<file path="src/rtl/midi_rx.sv">
// rtl/midi_rx.sv - MIDI 8N1 serial receiver with 8x oversampling, framing and overrun detection.
// Optional MIDI_RX_MAJORITY_EN: 2-of-3 majority vote per bit instead of a single mid-bit sample.
module midi_rx #(
  parameter int CLKS_PER_SAMPLE = 48
) (
  input  logic       clk,
  input  logic       rst_n,
  input  logic       rx,
  input  logic       rd,
  output logic [7:0] data,
  output logic       data_valid,
  output logic       frame_err,
  output logic       overrun,
  output logic       busy
);

  typedef enum logic [2:0] {IDLE, START, DATA, STOP, BREAK} state_t;

  localparam logic [6:0] CNT_MAX = 7'(CLKS_PER_SAMPLE - 1);

  state_t      state, state_nx;
  logic        rx_m, rx_s;
  logic [6:0]  cnt;
  logic [2:0]  phase;
  logic [3:0]  bitn;
  logic [7:0]  shreg;
  logic        tick, decide, bit_val, load, ferr_set;

  always_ff @(posedge clk) begin
    if (!rst_n) begin
      rx_m <= 1'b1;
      rx_s <= 1'b1;
    end else begin
      rx_m <= rx;
      rx_s <= rx_m;
    end
  end

  assign tick = (state != IDLE) && (cnt == CNT_MAX);

`ifdef MIDI_RX_MAJORITY_EN
  // Samples at phases 2 and 3 are held; the third vote is the live sample at phase 4.
  logic s_a, s_b;
  assign decide  = tick && (phase == 3'd4);
  assign bit_val = (s_a & s_b) | (s_a & rx_s) | (s_b & rx_s);

  always_ff @(posedge clk) begin
    if (!rst_n) begin
      s_a <= 1'b1;
      s_b <= 1'b1;
    end else if (tick) begin
      if (phase == 3'd2) s_a <= rx_s;
      if (phase == 3'd3) s_b <= rx_s;
    end
  end
`else
  assign decide  = tick && (phase == 3'd3);
  assign bit_val = rx_s;
`endif

  // phase = tick position within the bit, bitn = bit index (0 start .. 9 stop)
  always_ff @(posedge clk) begin
    if (!rst_n || state == IDLE) begin
      cnt   <= '0;
      phase <= '0;
      bitn  <= '0;
    end else if (tick) begin
      cnt   <= '0;
      phase <= phase + 3'd1;
      if (phase == 3'd7) bitn <= bitn + 4'd1;
    end else begin
      cnt <= cnt + 7'd1;
    end
  end

  always_ff @(posedge clk) begin
    if (!rst_n) state <= IDLE;
    else        state <= state_nx;
  end

  always_comb begin
    state_nx = state;
    load     = 1'b0;
    ferr_set = 1'b0;
    case (state)
      IDLE:  if (!rx_s) state_nx = START;
      START: if (decide) state_nx = bit_val ? IDLE : DATA;
      DATA:  if (decide && bitn == 4'd8) state_nx = STOP;
      STOP: begin
        if (decide) begin
          if (bit_val) begin
            load     = 1'b1;
            state_nx = IDLE;
          end else begin
            ferr_set = 1'b1;
            state_nx = BREAK;
          end
        end
      end
      BREAK: if (rx_s) state_nx = IDLE;
      default: state_nx = IDLE;
    endcase
  end

  always_ff @(posedge clk) begin
    if (!rst_n) shreg <= '0;
    else if (decide && state == DATA) shreg <= {bit_val, shreg[7:1]};
  end

  // A completing byte wins over a same-cycle acknowledge.
  always_ff @(posedge clk) begin
    if (!rst_n) begin
      data       <= '0;
      data_valid <= 1'b0;
      frame_err  <= 1'b0;
      overrun    <= 1'b0;
    end else begin
      frame_err <= ferr_set;
      if (load) begin
        data       <= shreg;
        data_valid <= 1'b1;
        if (rd && data_valid)  overrun <= 1'b0;
        else if (data_valid)   overrun <= 1'b1;
      end else if (rd && data_valid) begin
        data_valid <= 1'b0;
        overrun    <= 1'b0;
      end
    end
  end

  assign busy = (state != IDLE);

endmodule

</file>
<file path="config.mk">
export PLATFORM = sky130hd
export DESIGN_NAME = midi_rx
export DESIGN_NICKNAME = d
export VERILOG_FILES = /design/src/rtl/midi_rx.sv
export SDC_FILE = /design/constraint.sdc
export NUM_CORES = 1
export LEC_CHECK = 0
export CAP_MARGIN = 25
export CORE_ASPECT_RATIO = 1.4
export CORE_MARGIN = 2
export CORE_UTILIZATION = 45
export CTS_CLUSTER_SIZE = 12
export DETAILED_ROUTE_END_ITERATION = 6
export DONT_BUFFER_PORTS = 1
export MAX_ROUTING_LAYER = met4
export PLACE_DENSITY = 0.65
export REMOVE_ABC_BUFFERS = 1
export SYNTH_ARGS = -nofsm -noshare
export SYNTH_HDL_FRONTEND = slang
export SYNTH_SLANG_ARGS = --single-unit
</file>
<file path="constraint.sdc">
create_clock -name clk -period 2.2 [get_ports clk]
set_clock_uncertainty 0.1 [all_clocks]
set_input_delay 0.44 -clock clk [delete_from_list [all_inputs] [get_ports clk]]
set_output_delay 0.44 -clock clk [all_outputs]
set_load 0.05 [all_outputs]
</file>
After elaboration in Yosys (flattened, before gate mapping)
Cells that the tools add are included.
Operators by class
  reductions and logical operators: 16
  equality and inequality tests: 13
  muxes and demuxes: 17
  add/subtract/negate cells: 3
Operators with widths (number)
  $mux W3: 6
  $pmux W3 S5: 1
  $ne A2 B2 Y1 const B: 5
  $eq A3 B2 Y1 const B: 3
  $mux W1: 9
  $add A7 B1 Y7 const B: 1
  $eq A7 B6 Y1 const B: 1
  $eq A3 B3 Y1 const B: 2
  $logic_and A1 B1 Y1: 5
  $reduce_and A5 Y1: 1
  $add A4 B1 Y4 const B: 1
  $eq A4 B4 Y1 const B: 1
  $reduce_and A2 Y1: 2
  $reduce_bool A2 Y1: 2
  $add A3 B1 Y3 const B: 1
  $eq A3 B1 Y1 const B: 1
  $logic_not A3 Y1: 1
  $reduce_and A3 Y1: 1
  $reduce_bool A3 Y1: 1
  $mux W2: 1
  $reduce_or A2 Y1: 1
  $logic_not A1 Y1: 1
  $logic_or A1 B1 Y1: 1
Word-level totals
  word-level logic and storage cells: 60
  register bits: 38
  output and inout bits: 12

Logic depth before layout (Yosys ltp)
Gate-level depths: netlist (run 1).
  depth in word-level cells: 7
  mapped depth: 6
  depth with buffers taken out: 5

Worst setup path after synthesis (run 1)
OpenSTA, ideal clock, no wires.
  path type: flip-flop to flip-flop
  start: register phase[0]
  end: register bitn[3]
  cell stages (with the launch flop): 6
  slack: 417 ps
  data required time: 2027 ps
  data arrival time: 1610 ps
  cell sequence: dfxtp_1 > ha_1 > ha_1 > or3b_4 > or4_1 > a21oi_1
Between the ends
  cells in the longest elaborated chain, start to end: 2
RTL lines
  start: declaration: RTL line 24  | logic [2:0] phase;
  start signal: assignment: RTL line 69  | phase <= phase + 3'd1;
  $eq A3 B3 Y1: RTL line 70  | if (phase == 3'd7) bitn <= bitn + 4'd1;
  $reduce_and A2 Y1 (no line)
  end signal: assignment: RTL line 70
  end: declaration: RTL line 25  | logic [3:0] bitn;
Every way passes these cells.
A chain may end at the register's enable or synchronous reset.

Worst setup path in the final report (run 1)
Same ends and word-level chain as after synthesis.

==> impl_metrics.csv, run 1 <==
group,metric,value,unit
status,run_status,"finished, final reports clean",
clock_tree,cts_buffer_depth,2,
die,io_pins,16,
finish,layout_cells_sized_above_1,8.98,%
clock_tree,cts_root_buf,"sky130_fd_sc_hd__clkbuf_8",
synthesis,yosysWarningCount,0,
timing,final.hold.worst_slack,0.126,ns
timing,report.final.setup_viol,0,
timing,timing.slew.headroom,64.5,%
pwr,internal_power,909,µW
worst_setup_path,worstPathBufferInverterCount,0,
synthesis,netlist_area,1560,µm²
clock_tree,cts_post_setup_buffers_inserted,0,
clock_tree,path_clk_slew,0.07,ns
pwr,cellLeakagePower,0.000699,µW
die,floorplan.die.height,73.7,µm
global_route,initial_antenna_violation_count,0,
clock_tree,numClockSinks,38,
routing,detail_route.wl_per_cell,13.6,µm
timing,fin_ws,0.279,ns
worst_setup_path,worstPathCellList,"ha_1, ha_1, or3b_4, or4_1, a21oi_1",
global_route,via_count_of_the_first_global_routing_pass,1122,
timing,setup_tns,0,ns
synthesis,synth.ff_latch_count,38,
finish,finish.net_count,177,
synthesis,library_cells_used_by_synthesis,34,
global_route,grt_remaining_overflow,0,
timing,timing_worst_slew_pin_value,0.532,ns
place,port-buffer-count,0,
worst_setup_path,critical_path.slowest_cell,"sky130_fd_sc_hd__or4_1",
finish,mostFrequentLayoutCell,"sky130_fd_sc_hd__dfxtp_1",
pwr,switching_share,20.9,%
timing,peak_freq,0.521,GHz
clock_tree,cts_buffers,5,
worst_setup_path,crit_top_cell,"sky130_fd_sc_hd__ha_1",
worst_setup_path,worstPathArrival,2.04,ns
synthesis,synth_area_per_cell,9.58,µm²
global_route,largest_net_degree_at_the_start_of_global_routing,26,
synthesis,synth_edf_count,0,
synthesis,ys_top_cells_by_area,"sky130_fd_sc_hd__dfxtp_1 49%, sky130_fd_sc_hd__mux2i_1 11%, sky130_fd_sc_hd__ha_1 4.8%",
hold_path,hp-start,"rst_n",
synthesis,synth_ff_type,"sky130_fd_sc_hd__dfxtp_1",
clock_tree,tritoncts,"built",
worst_setup_path,path_class,"flip-flop to flip-flop",
synthesis,async_flop_share,0,%
clock_tree,cts_hold_repair.buffers,0,
place,dpl-instance-area,1610,µm²
worst_setup_path,r2r-end,"bitn[3]$_SDFFE_PP0P_",
pwr,share_clk_of_total_power,38.2,%
timing,finalMaxSlewViolations,0,
timing,final_period_minus_worst_setup_slack,1.92,ns
place,place_worst_setup_slack,0.301,ns
synthesis,post-synth-top-area-fraction,48.7,%
place,place.detailed.hpwl,1.99,mm
hold_path,hp-class,"input port to flip-flop",
pwr,power.switching,240,µW
routing,first_pass_iters,4,
die,floorplan.core_area,3350,µm²
timing,timing_hold_violations_final,0,
pwr,pwr_density_cell,680,nW/µm²
finish,syn_to_final_growth,8.25,%
place,placed_cells_incl_taps,200,
clock_tree,htree_depth,2,
worst_setup_path,slowest_delay,0.48,ns
timing,final_min_period_over_clock_period,87.3,%
pwr,peakVddDrop,0.571,mV
worst_setup_path,critical_path.endpoint_type,"flip-flop",
clock_tree,worstSkewPairLatency,0.29,ns
pwr,power.combinational.fraction,1.4,%
die,fp-row-count,25,
finish,finish.cell_count_without_fillers,207,
worst_setup_path,timing.reg2reg.setup_slack,0.28,ns
worst_setup_path,start_kind,"flip-flop",
hold_path,worstHoldEndpoint,"rx_m$_SDFF_PN1_",
timing,rsz0062_at_grt,"false",
worst_setup_path,worst_ep_required,2.32,ns
die,die_width,53.8,µm
worst_setup_path,worst_r2r_start,"phase[0]$_SDFFE_PP0P_",
finish,fin_area,1690,µm²
clock_tree,post_cts_resize_count,0,
finish,layout.cells.most_common_list,"38 x sky130_fd_sc_hd__dfxtp_1, 20 x sky130_fd_sc_hd__nand2_1, 17 x sky130_fd_sc_hd__mux2i_1, 9 x sky130_fd_sc_hd__a21oi_1, 8 x sky130_fd_sc_hd__nand3_1",
global_route,grt_use_total,17.5,%
routing,detailed_route_iter0_violations,37,
synthesis,syn_inst,163,
routing,via_per_inst,5.65,
global_route,global_route_wire_length_before_repair,4.77,mm
routing,route.final.wire_length,2.81,mm
worst_setup_path,critPathMaxFanout,7,
worst_setup_path,worst_path_dominant_cell_family,"simple AND/OR/NAND/NOR gates",
worst_setup_path,worst_r2r_path_depth,5,
synthesis,synth.yosys.seq_area_share,48.7,%
synthesis,area_leader_netlist,"sky130_fd_sc_hd__dfxtp_1",
routing,dr_total_vias,1170,
place,globalplace.congestion,0.704,
die,start_util,46.7,%
flow_run,max-cap-violations,0,
hold_path,timing.hold.worst_path_depth,1,
routing,antenna_violating_nets_left,0,
routing,drc_violations,0,
finish,antenna-diode-count,0,
die,die-area,3960,µm²
pwr,sequentialPowerShare,60.5,%
==> metal layers <==
| layer | vias up | track usage, % | part of all wire (%) |
|---|---|---|---|
| met5 | - | - | 0 |
| met4 | 0 | 12.3 | 2.6 |
| met3 | 10 | 6.30 | 5.5 |
| met2 | 37 | 29.0 | 53 |
| met1 | 546 | 16.0 | 39 |
| li1 | 577 | - | - |
==> worst max path at each step <==
stage	from	end	cells past startpoint	slack [ns]
after floorplan	phase[0]$_SDFFE_PP0P_	shreg[0]$_SDFFE_PN0P_	5	0.31
after global placement	phase[0]$_SDFFE_PP0P_	bitn[3]$_SDFFE_PP0P_	5	0.39
after detailed placement	phase[0]$_SDFFE_PP0P_	bitn[3]$_SDFFE_PP0P_	5	0.30
after CTS	phase[0]$_SDFFE_PP0P_	bitn[3]$_SDFFE_PP0P_	5	0.28
after global routing	cnt[0]$_SDFF_PP0_	bitn[3]$_SDFFE_PP0P_	4	0.13
final	phase[0]$_SDFFE_PP0P_	bitn[3]$_SDFFE_PP0P_	5	0.28
==> kinds of logic (layout without fill, tap and decap cells) <==
kind of cell / after synthesis / after routing / share of synthesized area (%)
and+or+nand+nor: 62 / 62 / 21.6
DFF: 38 / 38 / 48.7
AOI/OAI and AO/OA: 23 / 23 / 8.73
muxes: 17 / 17 / 10.9
buffers and inverters: 14 / 18 / 3.61
adders and majority gates: 6 / 6 / 4.81
xor gates and xnor gates: 3 / 3 / 1.68
==> per-stage QoR <==
| step | utilization [%] | power (µW) |
|---|---|---|
| after floorplan | - | 721 |
| after global placement | 48.1 | 725 |
| after detailed placement | 48.1 | 726 |
| after CTS | 50.5 | 1160 |
| after global routing | 50.5 | 1200 |
| final | 50.5 | 1150 |
==> area by class of cell <==
| class | instances | area (µm²) |
|---|---|---|
| clock buffers | 5 | 68.8 |
| clock inverters | 2 | 10.0 |
| fillers | 313 | 1660 |
| inverters | 7 | 26.3 |
| multi-input cells | 111 | 744 |
| flip-flops and latches | 38 | 761 |
| well taps | 40 | 50.0 |
| repair buffers | 4 | 30.0 |
==> Yosys cell counts, types with 2 or more instances <==
cell / count
sky130_fd_sc_hd__clkbuf_1: 4
sky130_fd_sc_hd__or2_2: 2
sky130_fd_sc_hd__nand3_1: 8
sky130_fd_sc_hd__o31ai_1: 2
sky130_fd_sc_hd__buf_2: 3
sky130_fd_sc_hd__xnor2_1: 2
sky130_fd_sc_hd__ha_1: 6
sky130_fd_sc_hd__nor2_1: 7
sky130_fd_sc_hd__inv_1: 7
sky130_fd_sc_hd__or3_1: 4
sky130_fd_sc_hd__and4b_1: 2
sky130_fd_sc_hd__dfxtp_1: 38
sky130_fd_sc_hd__o21ai_0: 7
sky130_fd_sc_hd__nand4_1: 2
sky130_fd_sc_hd__a21oi_1: 9
sky130_fd_sc_hd__nand2b_1: 4
sky130_fd_sc_hd__nand2_1: 20
sky130_fd_sc_hd__or4_1: 2
sky130_fd_sc_hd__mux2i_1: 17
sky130_fd_sc_hd__nor3b_1: 3
==> state kept, by name, summed over array words and instances, names as in the netlist <==
| name | cells |
|---|---|
| bit_val | 1 |
| bitn | 4 |
| cnt | 7 |
| data | 8 |
| data_valid | 1 |
| frame_err | 1 |
| overrun | 1 |
| phase | 3 |
| rx_m | 1 |
| shreg | 8 |
| state | 3 |
==> power groups by stage <==
stage / combinational (µW) / clock, µW / sequential (µW)
2_1_floorplan: 12.5 / 0 / 709
3_3_place_gp: 15.3 / 0 / 710
3_5_place_dp: 15.8 / 0 / 710
4_1_cts: 15.8 / 454 / 694
5_1_grt: 17.1 / 489 / 694
6_report: 15.8 / 439 / 695
(Power assumes the default switching activity.)
==> run 2: changes to the inputs <==
CORE_MARGIN = not set   (was 2)
RECOVER_POWER = 25   (was not set)
==> run 2 against run 1 <==
Effect of this change: die area down 6.3%; worst setup slack better by 0.017 ns; maximum frequency up 0.90%; sequential share of layout area down 1.3 points; clock power up 60%; utilization up 3.7 points; total power up 23%; combinational power about the same; sequential cell count unchanged.
==> impl_metrics.csv, run 2 (synthesized netlist as in run 1, its figures left out) <==
group,metric,value,unit
die,floorplan.core_area,3210,µm²
routing,drc_violations,0,
worst_setup_path,worstPathCellList,"ha_1, ha_1, or3b_4, or4_1, a21oi_1",
worst_setup_path,worst_r2r_path_depth,5,
global_route,grt_remaining_overflow,0,
timing,setup_tns,0,ns
place,port-buffer-count,0,
routing,first_pass_iters,4,
die,floorplan.die.height,71.7,µm
place,dpl-instance-area,1600,µm²
finish,finish.net_count,176,
clock_tree,numClockSinks,38,
timing,rsz0062_at_grt,"false",
worst_setup_path,r2r-end,"bitn[3]$_SDFFE_PP0P_",
finish,syn_to_final_growth,11.5,%
worst_setup_path,cell_depth_of_the_worst_setup_path,5,
pwr,peakVddDrop,0.653,mV
worst_setup_path,worst_ep_required,2.32,ns
die,die_width,51.8,µm
global_route,grt_use_total,17.9,%
global_route,grt_busiest_layer,"met2",
finish,finish.cell_count_without_fillers,206,
die,die-area,3710,µm²
timing,timing_hold_violations_final,0,
worst_setup_path,worst_path_dominant_cell_family,"simple AND/OR/NAND/NOR gates",
finish,finish.utilization,54.2,%
worst_setup_path,worst_r2r_start,"phase[0]$_SDFFE_PP0P_",
clock_tree,htree_depth,2,
die,start_util,48.6,%
finish,fin_area,1740,µm²
routing,detail_route.wl_per_cell,13.3,µm
flow_run,max-cap-violations,0,
worst_setup_path,start_kind,"flip-flop",
timing,finalMaxSlewViolations,0,
clock_tree,worstSkewPairLatency,0.29,ns
worst_setup_path,crit_top_cell,"sky130_fd_sc_hd__ha_1",
worst_setup_path,critPathMaxFanout,7,
status,run_status,"finished, final reports clean",
global_route,grt_use_met1,17.2,%
place,globalplace.congestion,0.723,
global_route,grtUsageMet3,6.16,%
worst_setup_path,worstPathBufferInverterCount,0,
clock_tree,cts_root_buf,"sky130_fd_sc_hd__clkbuf_8",
timing,report.final.setup_viol,0,
routing,detailed_route_iter0_violations,19,
finish,antenna-diode-count,0,
pwr,cellLeakagePower,0.000718,µW
place,placed_cells_incl_taps,198,
clock_tree,post_cts_resize_count,0,
clock_tree,path_clk_slew,0.07,ns
die,io_pins,16,
finish,layout_cells_sized_above_1,8.98,%
pwr,pwr_density_cell,811,nW/µm²
worst_setup_path,slowest_delay,0.47,ns
timing,timing_worst_slew_pin_value,0.539,ns
global_route,global_route_wire_length_before_repair,4.79,mm
place,place.detailed.hpwl,1.94,mm
global_route,initial_antenna_violation_count,0,
global_route,largest_net_degree_at_the_start_of_global_routing,26,
global_route,via_count_of_the_first_global_routing_pass,1170,
clock_tree,cts_buffers,5,
clock_tree,cts_post_setup_buffers_inserted,0,
worst_setup_path,crit_path_start,"phase[0]$_SDFFE_PP0P_",
clock_tree,cts_buffer_depth,2,
worst_setup_path,timing.reg2reg.setup_slack,0.30,ns
routing,via_per_inst,5.62,
routing,dr_total_vias,1157,
global_route,grt.met2_usage,30.9,%
clock_tree,tritoncts,"built",
hold_path,hp-class,"input port to flip-flop",
finish,mostFrequentLayoutCell,"sky130_fd_sc_hd__dfxtp_1",
finish,top_regs,"data (8), shreg (8), cnt (7)",
timing,timing.slew.headroom,64.0,%
finish,layout.cells.most_common_list,"38 x sky130_fd_sc_hd__dfxtp_1, 20 x sky130_fd_sc_hd__nand2_1, 17 x sky130_fd_sc_hd__mux2i_1, 9 x sky130_fd_sc_hd__a21oi_1, 8 x sky130_fd_sc_hd__nand3_1",
clock_tree,cts_hold_repair.buffers,0,
worst_setup_path,endpoint,"bitn[3]$_SDFFE_PP0P_",
timing,final_period_minus_worst_setup_slack,1.90,ns
routing,route.final.wire_length,2.74,mm
die,fp-row-count,24,
pwr,total_power,1410,µW
timing,final_min_period_over_clock_period,86.5,%
worst_setup_path,critical_path.slowest_cell,"sky130_fd_sc_hd__or4_1",
worst_setup_path,critical_path.endpoint_type,"flip-flop",
worst_setup_path,worstPathArrival,2.02,ns
timing,peak_freq,0.525,GHz
worst_setup_path,path_class,"flip-flop to flip-flop",
routing,antenna_violating_nets_left,0,
==> run 2: cell type report <==
class                   instances  area (µm²)
clock buffers                   5        68.8
fillers                       301        1470
repair buffers                  3        22.5
inverters                       7        26.3
flip-flops and latches         38         761
well taps                      39        48.8
multi-input cells             111         744
clock inverters                 3        68.8
==> run 2: report_power, final <==
| group | switching (µW) | internal, µW | total, µW |
|---|---|---|---|
| registers | 3.23 | 691 | 694 |
| logic | 9.85 | 5.79 | 15.6 |
| clock network | 249 | 454 | 703 |
| total | 262 | 1150 | 1410 |
==> run 2: how the worst min path moves through the flow <==
| stage | slack [ns] | cells after the start | startpoint | endpoint |
|---|---|---|---|---|
| after detailed placement | 0.30 | 1 | rx_m$_SDFF_PN1_ | bit_val$_SDFF_PN1_ |
| final | 0.13 | 1 | rst_n | rx_m$_SDFF_PN1_ |
| after CTS | 0.11 | 1 | rst_n | rx_m$_SDFF_PN1_ |
| after floorplan | 0.29 | 1 | rx_m$_SDFF_PN1_ | bit_val$_SDFF_PN1_ |
| after global routing | 0.12 | 1 | rst_n | bit_val$_SDFF_PN1_ |
| after global placement | 0.30 | 1 | rx_m$_SDFF_PN1_ | bit_val$_SDFF_PN1_ |
==> run 2: layer usage <==
layer / part of all wire [%] / vias up / wire (µm)
met3: 4.4 / 5 / 120
met1: 40 / 548 / 1090
li1: - / 581 / -
met5: 0 / - / 0
met4: 2.1 / 0 / 57
met2: 54 / 23 / 1470
==> run 2: worst register-to-register path, stage by stage (launching register included) <==
cell,delay (ns)
sky130_fd_sc_hd__dfxtp_1,0.35
sky130_fd_sc_hd__ha_1,0.18
sky130_fd_sc_hd__ha_1,0.17
sky130_fd_sc_hd__or3b_4,0.42
sky130_fd_sc_hd__or4_1,0.47
sky130_fd_sc_hd__a21oi_1,0.14
==> run 2: stage by stage <==
step                hold WS [ns]  worst slack (ns)
floorplan                  0.286             0.314
global placement           0.304             0.382
detailed placement         0.304             0.327
CTS                        0.112             0.291
global route               0.122             0.158
finish                     0.126             0.296
==> run 3: changes to the inputs <==
CORE_MARGIN = 1   (was not set)
CORE_UTILIZATION = 40   (was 45)
CTS_BUF_LIST = sky130_fd_sc_hd__clkbuf_4 sky130_fd_sc_hd__clkbuf_8   (was not set)
PLACE_DENSITY = 0.59   (was 0.65)
==> run 3 against run 2 <==
Effect of this change: highest routed layer unchanged; first-iteration DRC count grew 16%; final cell count rose by 0.49%; die area rose by 12%; sequential cell count stayed put; maximum frequency rose by 0.80%; critical path depth fell by 1; clock power shrank 34%; routed wire length is 5.3% higher; worst setup slack improved by 0.015 ns; sequential power is essentially flat; via count is 0.35% lower; total power decreased by 17%.
==> impl_metrics.csv, run 3 (synthesized netlist as in run 1, its figures left out) <==
group,metric,value,unit
timing,report.final.setup_viol,0,
global_route,grt_remaining_overflow,0,
pwr,cellLeakagePower,0.000693,µW
die,io_pins,16,
die,fp-row-count,26,
finish,antenna-diode-count,0,
finish,syn_to_final_growth,8.17,%
timing,rsz0062_at_grt,"false",
global_route,via_count_of_the_first_global_routing_pass,1090,
global_route,initial_antenna_violation_count,0,
clock_tree,tritoncts,"built",
clock_tree,path_clk_slew,0.07,ns
status,run_status,"finished, final reports clean",
finish,layout.cells.most_common_list,"38 x sky130_fd_sc_hd__dfxtp_1, 20 x sky130_fd_sc_hd__nand2_1, 17 x sky130_fd_sc_hd__mux2i_1, 9 x sky130_fd_sc_hd__a21oi_1, 8 x sky130_fd_sc_hd__nand3_1",
finish,finish.net_count,176,
timing,final_min_period_over_clock_period,85.9,%
pwr,peakVddDrop,0.380,mV
place,port-buffer-count,0,
finish,layout_cells_sized_above_1,7.88,%
timing,timing.slew.headroom,64.1,%
worst_setup_path,worst_ep_required,2.32,ns
timing,setup_tns,0,ns
clock_tree,post_cts_resize_count,0,
routing,drc_violations,0,
routing,via_per_inst,5.57,
die,floorplan.core_area,3680,µm²
clock_tree,numClockSinks,38,
worst_setup_path,path_class,"flip-flop to flip-flop",
routing,route.final.wire_length,2.88,mm
worst_setup_path,critPathMaxFanout,13,
finish,top_regs,"data (8), shreg (8), cnt (7)",
hold_path,hp-class,"input port to flip-flop",
routing,antenna_violating_nets_left,0,
worst_setup_path,timing.reg2reg.setup_slack,0.31,ns
die,die-area,4160,µm²
hold_path,timing.hold.worst_path_depth,1,
hold_path,hp-start,"rst_n",
worst_setup_path,start_kind,"flip-flop",
global_route,global_route_wire_length_before_repair,4.56,mm
clock_tree,cts_buffer_depth,2,
routing,detailed_route_iter0_violations,22,
place,place.detailed.hpwl,2.10,mm
worst_setup_path,worst_r2r_path_depth,4,
pwr,pwr_density_cell,694,nW/µm²
routing,dr_total_vias,1153,
die,floorplan.die.height,75.9,µm
timing,peak_freq,0.529,GHz
worst_setup_path,critical_path.endpoint_type,"flip-flop",
finish,fin_area,1690,µm²
clock_tree,cts_buffers,5,
worst_setup_path,worst_r2r_start,"cnt[0]$_SDFF_PP0_",
die,die_width,54.8,µm
routing,first_pass_iters,4,
worst_setup_path,r2r-end,"bitn[3]$_SDFFE_PP0P_",
timing,timing_worst_slew_pin_value,0.537,ns
clock_tree,htree_depth,2,
clock_tree,worstSkewPairLatency,0.29,ns
timing,final.hold.worst_slack,0.132,ns
clock_tree,cts_root_buf,"sky130_fd_sc_hd__clkbuf_8",
clock_tree,cts_hold_repair.buffers,0,
place,globalplace.congestion,0.774,
die,start_util,42.5,%
finish,fillers,376,
global_route,largest_net_degree_at_the_start_of_global_routing,26,
timing,final_period_minus_worst_setup_slack,1.89,ns
timing,finalMaxSlewViolations,0,
clock_tree,cts_post_setup_buffers_inserted,0,
finish,finish.utilization,45.9,%
timing,timing_hold_violations_final,0,
routing,detail_route.wl_per_cell,13.9,µm
worst_setup_path,worstPathArrival,2.01,ns
global_route,grt_use_total,15.8,%
flow_run,max-cap-violations,0,
hold_path,worstHoldEndpoint,"bit_val$_SDFF_PN1_",
place,dpl-instance-area,1610,µm²
finish,mostFrequentLayoutCell,"sky130_fd_sc_hd__dfxtp_1",
==> run 3: layer usage <==
| metal | wire length, µm | part of all wire, % | vias up | global-route usage (%) |
|---|---|---|---|---|
| li1 | - | - | 576 | - |
| met1 | 1150 | 40 | 556 | 15.0 |
| met2 | 1560 | 54 | 15 | 26.3 |
| met3 | 106 | 3.7 | 6 | 6.22 |
| met4 | 61 | 2.1 | 0 | 7.69 |
| met5 | 0 | 0 | - | - |
==> run 3: how the worst max path moves through the flow <==
stage | start | to | slack [ns] | cells past startpoint
after floorplan | phase[0]$_SDFFE_PP0P_ | shreg[0]$_SDFFE_PN0P_ | 0.31 | 5
after global placement | phase[0]$_SDFFE_PP0P_ | bitn[3]$_SDFFE_PP0P_ | 0.38 | 5
after detailed placement | cnt[0]$_SDFF_PP0_ | bitn[3]$_SDFFE_PP0P_ | 0.33 | 4
after CTS | cnt[0]$_SDFF_PP0_ | bitn[3]$_SDFFE_PP0P_ | 0.31 | 4
after global routing | cnt[0]$_SDFF_PP0_ | bitn[0]$_SDFFE_PP0P_ | 0.16 | 4
final | cnt[0]$_SDFF_PP0_ | bitn[3]$_SDFFE_PP0P_ | 0.31 | 4
==> run 3: layout make-up <==
class	count	area (µm²)	area share, %
flip-flops and latches	38	761	45.0
inverters	7	26.3	1.56
repair buffers	3	22.5	1.33
well taps	42	52.6	3.11
clock buffers	6	82.6	4.89
multi-input cells	111	744	44.1
==> run 3: per-stage QoR <==
step,std cells,setup WS [ns],total power (µW)
3_5_place_dp,201,0.328,726
4_1_cts,207,0.309,1190
5_1_grt,207,0.164,1220
6_report,207,0.311,1170
2_1_floorplan,156,0.314,721
3_3_place_gp,201,0.381,725
==> run 3: report_power, final <==
part	switching [µW]	total [µW]	leakage [µW]	internal, µW
clock network	220	461	0.0000431	241
registers	3.12	694	0.000307	691
logic	10.7	16.5	0.000343	5.78
total	234	1170	0.000693	938
==> run 3: critical path, cell delays in order (launching register included) <==
cell                      delay [ns]
sky130_fd_sc_hd__dfxtp_1        0.35
sky130_fd_sc_hd__ha_1           0.23
sky130_fd_sc_hd__nand4_1        0.38
sky130_fd_sc_hd__or4_1          0.62
sky130_fd_sc_hd__a21oi_1        0.14
